### config.mk
export PLATFORM = sky130hd
export DESIGN_NAME = pc_sequencer
export DESIGN_NICKNAME = d
export VERILOG_FILES = /design/src/rtl/pc_sequencer_pkg.sv /design/src/rtl/pc_next_sel.sv /design/src/rtl/pc_sequencer.sv
export SDC_FILE = /design/constraint.sdc
export NUM_CORES = 1
export LEC_CHECK = 0
export BUFFER_PORTS_ARGS = -buffer_cell sky130_fd_sc_hd__buf_4
export CORE_MARGIN = 2
export CORE_UTILIZATION = 30
export CTS_BUF_LIST = sky130_fd_sc_hd__clkbuf_4 sky130_fd_sc_hd__clkbuf_8
export DETAILED_ROUTE_END_ITERATION = 8
export PLACE_DENSITY = 0.5
export SYNTH_ARGS = -nofsm -noshare
export SYNTH_HDL_FRONTEND = slang
export SYNTH_HIERARCHICAL = 1
export SYNTH_SLANG_ARGS = --single-unit
### constraint.sdc
create_clock -name clk -period 4.5 [get_ports clk]
set_input_delay 0.225 -clock clk [delete_from_list [all_inputs] [get_ports clk]]
set_output_delay 0.225 -clock clk [all_outputs]
set_load 0.01 [all_outputs]
### src/rtl/pc_sequencer_pkg.sv
// Shared types and constants for the RV32I fetch-stage PC sequencer.
package pc_sequencer_pkg;

   typedef enum logic [1:0] {
      IDLE,
      REQ,
      WAIT,
      HOLD
   } state_e;

   localparam logic [31:0] NOP                  = 32'h0000_0013;
   localparam logic [31:0] DEFAULT_RESET_VECTOR = 32'h0000_0000;
   localparam logic [31:0] DEFAULT_TRAP_VECTOR  = 32'h0000_0100;

endpackage

### src/rtl/pc_next_sel.sv
// Next-PC priority select (trap > redirect > pending > sequential) and redirect alignment check.
// PC_MISALIGN_TRAP_EN: misaligned redirect targets become traps instead of being force-aligned.
module pc_next_sel
   import pc_sequencer_pkg::*;
#(
   parameter logic [31:0] TRAP_VECTOR = DEFAULT_TRAP_VECTOR
) (
   input  logic [31:0] pc,
   input  logic        redirect_valid,
   input  logic [31:0] redirect_target,
   input  logic        trap_req,
   input  logic        pend_valid,
   input  logic        pend_trap,
   input  logic [31:0] pend_target,
   output logic [31:0] seq_pc,
   output logic        merged_valid,
   output logic        merged_trap,
   output logic [31:0] merged_target,
   output logic [31:0] next_pc,
   output logic        misalign
);

   logic        evt_valid;
   logic        evt_trap;
   logic [31:0] evt_target;
   logic        redirect_misaligned;

`ifdef PC_MISALIGN_TRAP_EN
   assign redirect_misaligned = redirect_valid && !trap_req && (redirect_target[1:0] != 2'b00);
`else
   logic [1:0] unused_low_bits;
   assign unused_low_bits     = redirect_target[1:0];
   assign redirect_misaligned = 1'b0;
`endif

   // NOTE: every output gets a default first so no path through the block infers a latch.
   always_comb begin
      evt_valid  = trap_req || redirect_valid;
      evt_trap   = trap_req || redirect_misaligned;
      evt_target = evt_trap ? TRAP_VECTOR : {redirect_target[31:2], 2'b00};

      merged_valid  = pend_valid;
      merged_trap   = pend_valid && pend_trap;
      merged_target = pend_target;
      // A pending trap is never displaced by a later plain redirect.
      if (evt_valid && (evt_trap || !(pend_valid && pend_trap))) begin
         merged_valid  = 1'b1;
         merged_trap   = evt_trap;
         merged_target = evt_target;
      end
   end

   assign seq_pc   = pc + 32'd4;
   assign next_pc  = merged_valid ? merged_target : seq_pc;
   assign misalign = redirect_misaligned;

endmodule

### src/rtl/pc_sequencer.sv
// Fetch-stage PC sequencer: one outstanding imem request, valid/ready hand-off to decode.
// Optional PC_MISALIGN_TRAP_EN (see pc_next_sel) turns misaligned redirects into traps.
module pc_sequencer
   import pc_sequencer_pkg::*;
#(
   parameter logic [31:0] RESET_VECTOR = DEFAULT_RESET_VECTOR,
   parameter logic [31:0] TRAP_VECTOR  = DEFAULT_TRAP_VECTOR
) (
   input  logic        clk,
   input  logic        rst_n,
   output logic        imem_req,
   output logic [31:0] imem_addr,
   input  logic        imem_gnt,
   input  logic        imem_rvalid,
   input  logic [31:0] imem_rdata,
   output logic        if_valid,
   input  logic        if_ready,
   output logic [31:0] if_instr,
   output logic [31:0] if_pc,
   output logic [31:0] if_pcplus4,
   input  logic        redirect_valid,
   input  logic [31:0] redirect_target,
   input  logic        trap_req,
   output logic        misalign_exc
);

   state_e      state, state_n;
   logic [31:0] pc, pc_n;
   logic        pend_valid, pend_valid_n;
   logic        pend_trap, pend_trap_n;
   logic [31:0] pend_target, pend_target_n;
   logic        capture;

   logic [31:0] seq_pc;
   logic        merged_valid;
   logic        merged_trap;
   logic [31:0] merged_target;
   logic [31:0] next_pc;
   logic        misalign;

   pc_next_sel #(
      .TRAP_VECTOR(TRAP_VECTOR)
   ) u_next_sel (
      .pc             (pc),
      .redirect_valid (redirect_valid),
      .redirect_target(redirect_target),
      .trap_req       (trap_req),
      .pend_valid     (pend_valid),
      .pend_trap      (pend_trap),
      .pend_target    (pend_target),
      .seq_pc         (seq_pc),
      .merged_valid   (merged_valid),
      .merged_trap    (merged_trap),
      .merged_target  (merged_target),
      .next_pc        (next_pc),
      .misalign       (misalign)
   );

   // The fetch address is the PC register itself, so it holds steady until a grant.
   assign imem_addr = pc;

   always_comb begin
      state_n       = state;
      pc_n          = pc;
      pend_valid_n  = 1'b0;
      pend_trap_n   = 1'b0;
      pend_target_n = pend_target;
      capture       = 1'b0;

      unique case (state)
         IDLE: begin
            state_n = REQ;
            if (merged_valid) pc_n = merged_target;
         end
         REQ: begin
            pend_valid_n  = merged_valid;
            pend_trap_n   = merged_trap;
            pend_target_n = merged_target;
            if (imem_gnt) state_n = WAIT;
         end
         WAIT: begin
            pend_valid_n  = merged_valid;
            pend_trap_n   = merged_trap;
            pend_target_n = merged_target;
            if (imem_rvalid) begin
               pend_valid_n = 1'b0;
               pend_trap_n  = 1'b0;
               // A pending redirect means the returning word is stale: drop it and refetch.
               if (merged_valid) begin
                  pc_n    = merged_target;
                  state_n = REQ;
               end else begin
                  capture = 1'b1;
                  state_n = HOLD;
               end
            end
         end
         HOLD: begin
            if (merged_valid || if_ready) begin
               pc_n    = next_pc;
               state_n = REQ;
            end
         end
      endcase
   end

   // NOTE: sequential state uses non-blocking assignments so every flop samples pre-edge values.
   always_ff @(posedge clk or negedge rst_n) begin
      if (!rst_n) begin
         state        <= IDLE;
         pc           <= RESET_VECTOR;
         pend_valid   <= 1'b0;
         pend_trap    <= 1'b0;
         pend_target  <= RESET_VECTOR;
         imem_req     <= 1'b0;
         if_valid     <= 1'b0;
         if_instr     <= NOP;
         if_pc        <= RESET_VECTOR;
         if_pcplus4   <= RESET_VECTOR + 32'd4;
         misalign_exc <= 1'b0;
      end else begin
         state        <= state_n;
         pc           <= pc_n;
         pend_valid   <= pend_valid_n;
         pend_trap    <= pend_trap_n;
         pend_target  <= pend_target_n;
         imem_req     <= (state_n == REQ);
         if_valid     <= (state_n == HOLD);
         misalign_exc <= misalign;
         if (capture) begin
            if_instr   <= imem_rdata;
            if_pc      <= pc;
            if_pcplus4 <= seq_pc;
         end
      end
   end

endmodule

==> results.txt <==
* Status: finished clean
- Data on the critical path arrives at its endpoint at 3.10 ns.
* Final weighted congestion in routability-driven placement: just over 0.7
- P&R area growth vs syn: 30.0%
- The cell area that synthesis handed to floorplanning was between 0.008 and 0.009 mm².
- Drt total wl: 23100 µm
- Hold Crit Endpoint: state[0]$_DFF_PN0_
* Worst max-slew margin expressed relative to the limit: 22.5%
* Clock-pin slew on the worst setup and hold paths: approximately 0.1 ns
- The number of antenna violations at the first check in global routing is 0.
- Setup repair after global routing left no endpoint under its margin.
- In this run the vertical extent of the chip is 173 µm.
- The worst setup path is of the reg2reg kind.
* Maximum vdd drop: 198 µV
- The clock passes through at most 2 buffers.
* PwrDens: 607 mW/mm²
- Yosys attributes the largest share of cell area to sky130_fd_sc_hd__dfrtp_1 (48%), sky130_fd_sc_hd__mux2_2 (19%), sky130_fd_sc_hd__mux2i_1 (4.2%), sky130_fd_sc_hd__nand2_1 (3.5%), sky130_fd_sc_hd__a21oi_2 (2.9%).
- Dividing the final minimum period by the clock period gives 61.6%.
* Number of global-route vias before repair: 6703
- For this run, the total global-route usage over all layers was measured as 15.9%.
- The final hold violation count was 0.
- In this run the count of I/O pins placed on the die edge is 202.
- On the final layout, the worst clock skew is 0.0214 ns.
* Total inserted antenna cells: 0
- Once the floorplan was initialized, standard cells occupied between 30% and 40% of the core.
* LEAKAGE: between 5 and 6 nW
* Final TNS setup: 0 ns
- Pin count of the biggest net entering global routing: 92
- Yosys warnings: 6
- Yosys mapped the design onto 54 distinct sky130hd cell types.
- Buffers inserted during clock tree synthesis total 17.
* Number of input and output port buffers inserted: 199
- The clock net in this run drives a total of approximately 170 sinks.
- Once the clock tree was built, the resizer swapped 0 gates to a different size.
- TritonCTS built the clock tree.
- Deepest level of the CTS H-tree: 4
* HPWL Detailed: 14800 µm
- Async set-reset flop share out of synthesis: 100%
- The floorplan step defined a core boundary enclosing 0.0279 mm².
- For this run, the top clock speed supported by timing is 0.361 GHz.
- Cell row count: 61
* Final period demand of the worst path: roughly 2.8 ns
- Number of cells traversed by the worst hold path: 4
- Fillers: 2767
- Total nets after synthesis: approximately 830
- Synthesized instance count: roughly 750
* Hold path startpoint: imem_rvalid
- Slack of the worst reg-to-reg path: 1.73 ns
* Hold slack: 0.161 ns
* Insertion delay to the later sink of the worst-skew pair: 0.47 ns
- The synthesized design spends more area on one cell type than any other, namely sky130_fd_sc_hd__dfrtp_1.
* Average footprint of a synthesized cell: roughly 11 µm²
* Die ar.: 0.0298 mm²
* Count of nets after finishing: 1037
- Worst slew pin tran: 1.15 ns
- Crit Reg-Reg Startpoint: imem_addr[2]$_DFFE_PN0P_
- Counting tap cells, the placed design contains a total of 1287 instances.
- Most frequent cells after synthesis: sky130_fd_sc_hd__dfrtp_1 (163), sky130_fd_sc_hd__mux2_2 (143), sky130_fd_sc_hd__nand2_1 (79), sky130_fd_sc_hd__nor2_1 (59), sky130_fd_sc_hd__mux2i_1 (36)
- CTS Root Cell: sky130_fd_sc_hd__clkbuf_8
- Post-Layout Cell Count: 1351
* Category of the worst setup path launch point: flip-flop
- Number of detailed-routing iterations run before antenna repair: 5
- Die X-Extent: 173 µm
* Post-CTS Hold Buffers: 33
* Sort of element at the end of the critical path: flip-flop
* Maxcap violations: 0
- Vias: around 6500
- Setup violations remaining at the end of the flow were counted as 0.
* Portion of synthesized cell area occupied by the leading cell type: between 40 and 50%
- Total congestion overflow: 0
- The most used flip-flop cell after synthesis is sky130_fd_sc_hd__dfrtp_1.
- The endpoint identified for the worst register-to-register timing path is imem_addr[30]$_DFFE_PN0P_.
- Starting DRC count in detailed routing: between 300 and 400
- The post-route netlist has between 40% and 50% of its cells at a drive strength greater than 1.
* DRC Markers: 0
- At the worst endpoint, the required time is 4.83 ns.
- Measured in cells, the most critical reg-to-reg path has a length of 7.
* Number of slew-limit violations in the final report: 0
- The first global-routing pass estimated 37800 µm of wire.
- After detailed routing, the average wire length per cell comes to 17.1 µm.
* Via density per instance: 4.78
- The path class of the tightest hold or removal check is in2reg.
- After clock tree synthesis, the setup repair step added 0 buffers.
* Part of the Yosys area used for sequential elements: 49.1%
* Library cell with the highest instance count after synthesis: sky130_fd_sc_hd__dfrtp_1
* EDFF count, synth: 0
- In this run, synthesis produced a sequential element count of 167.
* Maximum fanout encountered on the critical timing path: 10
- Once detail routing completed, the nets flagged for antenna violations numbered 0.
-- worst max path at each step --
stage | slack (ns) | cells past startpoint | to | start
after CTS | 1.69 | 7 | imem_addr[30]$_DFFE_PN0P_ | imem_addr[2]$_DFFE_PN0P_
after global routing | 1.43 | 7 | imem_addr[26]$_DFFE_PN0P_ | imem_addr[2]$_DFFE_PN0P_
after global placement | 1.67 | 10 | imem_addr[22]$_DFFE_PN0P_ | trap_req
after detailed placement | 1.64 | 10 | imem_addr[29]$_DFFE_PN0P_ | trap_req
after floorplan | 2.05 | 9 | imem_req$_DFF_PN0_ | pend_valid$_DFF_PN0_
final | 1.73 | 7 | imem_addr[30]$_DFFE_PN0P_ | imem_addr[2]$_DFFE_PN0P_
-- logic make-up (layout without fill, tap and decap cells) --
family,after synthesis,after routing,synth area share [%]
flops,167,167,49.1
buf+inv,61,283,3.63
compound gates,107,107,9.22
mux,179,179,23.1
simple gates,203,203,11.3
xor+xnor,28,28,2.88
fa+ha+maj,5,5,0.734
other cells,1,1,0.0440
-- sequential cells by signal, indices dropped and copies added (netlist names) --
register      flops
if_valid          1
pend_target      32
if_pcplus4       32
if_instr         32
if_pc            32
state             2
imem_req          1
misalign_exc      1
pend_trap         1
imem_addr        32
pend_valid        1
-- power by group --
group	internal [mW]	total, mW	switching [mW]
logic	1.49	2.86	1.36
registers	2.11	2.73	0.615
clock network	0.508	1.14	0.634
total	4.12	6.73	2.61
-- layout make-up --
type	count	area [µm²]	area share (%)
clock buffers	17	234	2.11
clock inverters	14	163	1.47
inverters	11	41.3	0.373
multi-input cells	523	4060	36.7
flip-flops and latches	167	4180	37.8
well taps	378	473	4.27
repair buffers	241	1920	17.4
-- layout by cell type (no fill, tap or decap), types with 3 or more instances in the layout --
master                          netlist  layout
sky130_fd_sc_hd__o211ai_1             4       4
sky130_fd_sc_hd__dfstp_2              4       4
sky130_fd_sc_hd__clkbuf_8             0      18
sky130_fd_sc_hd__a211oi_1             8       8
sky130_fd_sc_hd__a211o_1             14      14
sky130_fd_sc_hd__nor2_1              59      59
sky130_fd_sc_hd__nand3_1             13      12
sky130_fd_sc_hd__xor2_1              16      16
sky130_fd_sc_hd__nor4_1               4       4
sky130_fd_sc_hd__dlygate4sd3_1        0      33
sky130_fd_sc_hd__nor3_1              12      12
sky130_fd_sc_hd__ha_1                 5       4
sky130_fd_sc_hd__and3_1               5       5
sky130_fd_sc_hd__buf_4                5     205
sky130_fd_sc_hd__a31oi_1              3       3
sky130_fd_sc_hd__inv_6                0       7
sky130_fd_sc_hd__inv_1               10      10
sky130_fd_sc_hd__or2_2                3       3
sky130_fd_sc_hd__a21oi_1             35      35
sky130_fd_sc_hd__o21ai_0              3       3
sky130_fd_sc_hd__mux2_2             143     143
sky130_fd_sc_hd__nor3b_1              3       3
sky130_fd_sc_hd__dfrtp_1            163     163
sky130_fd_sc_hd__nand2_1             79      79
sky130_fd_sc_hd__mux2i_1             36      36
sky130_fd_sc_hd__xnor2_1             12      12
sky130_fd_sc_hd__nand4_1              8       8
sky130_fd_sc_hd__a21oi_2             28      28
-- worst max-delay path, cell delays in order, from the launching register on --
cell	delay, ns
sky130_fd_sc_hd__dfrtp_1	0.52
sky130_fd_sc_hd__ha_1	0.25
sky130_fd_sc_hd__nand3_2	0.22
sky130_fd_sc_hd__nor4_2	0.89
sky130_fd_sc_hd__a31oi_1	0.20
sky130_fd_sc_hd__a211o_1	0.32
sky130_fd_sc_hd__mux2i_1	0.17
sky130_fd_sc_hd__a21oi_2	0.07
-- metal layers --
| metal | global-route usage [%] | vias up | share of wire (%) |
|---|---|---|---|
| met1 | 21.7 | 3221 | 47 |
| met4 | 4.02 | 0 | 0.99 |
| met2 | 25.6 | 165 | 47 |
| li1 | - | 3063 | - |
| met5 | 0 | - | 0 |
| met3 | 3.34 | 13 | 4.7 |
-- metrics by stage --
| step | total power [mW] | worst slack (ns) | utilization, % | area [µm²] |
|---|---|---|---|---|
| floorplan | 4.40 | 2.05 | - | 8520 |
| global route | 7.23 | 1.43 | 39.8 | 11100 |
| CTS | 6.84 | 1.69 | 39.8 | 11100 |
| finish | 6.73 | 1.73 | 39.8 | 11100 |
| detailed placement | 5.65 | 1.64 | 37.2 | 10400 |
| global placement | 5.59 | 1.67 | 37.2 | 10400 |
No activity file was read; power rests on OpenSTA's default activity.
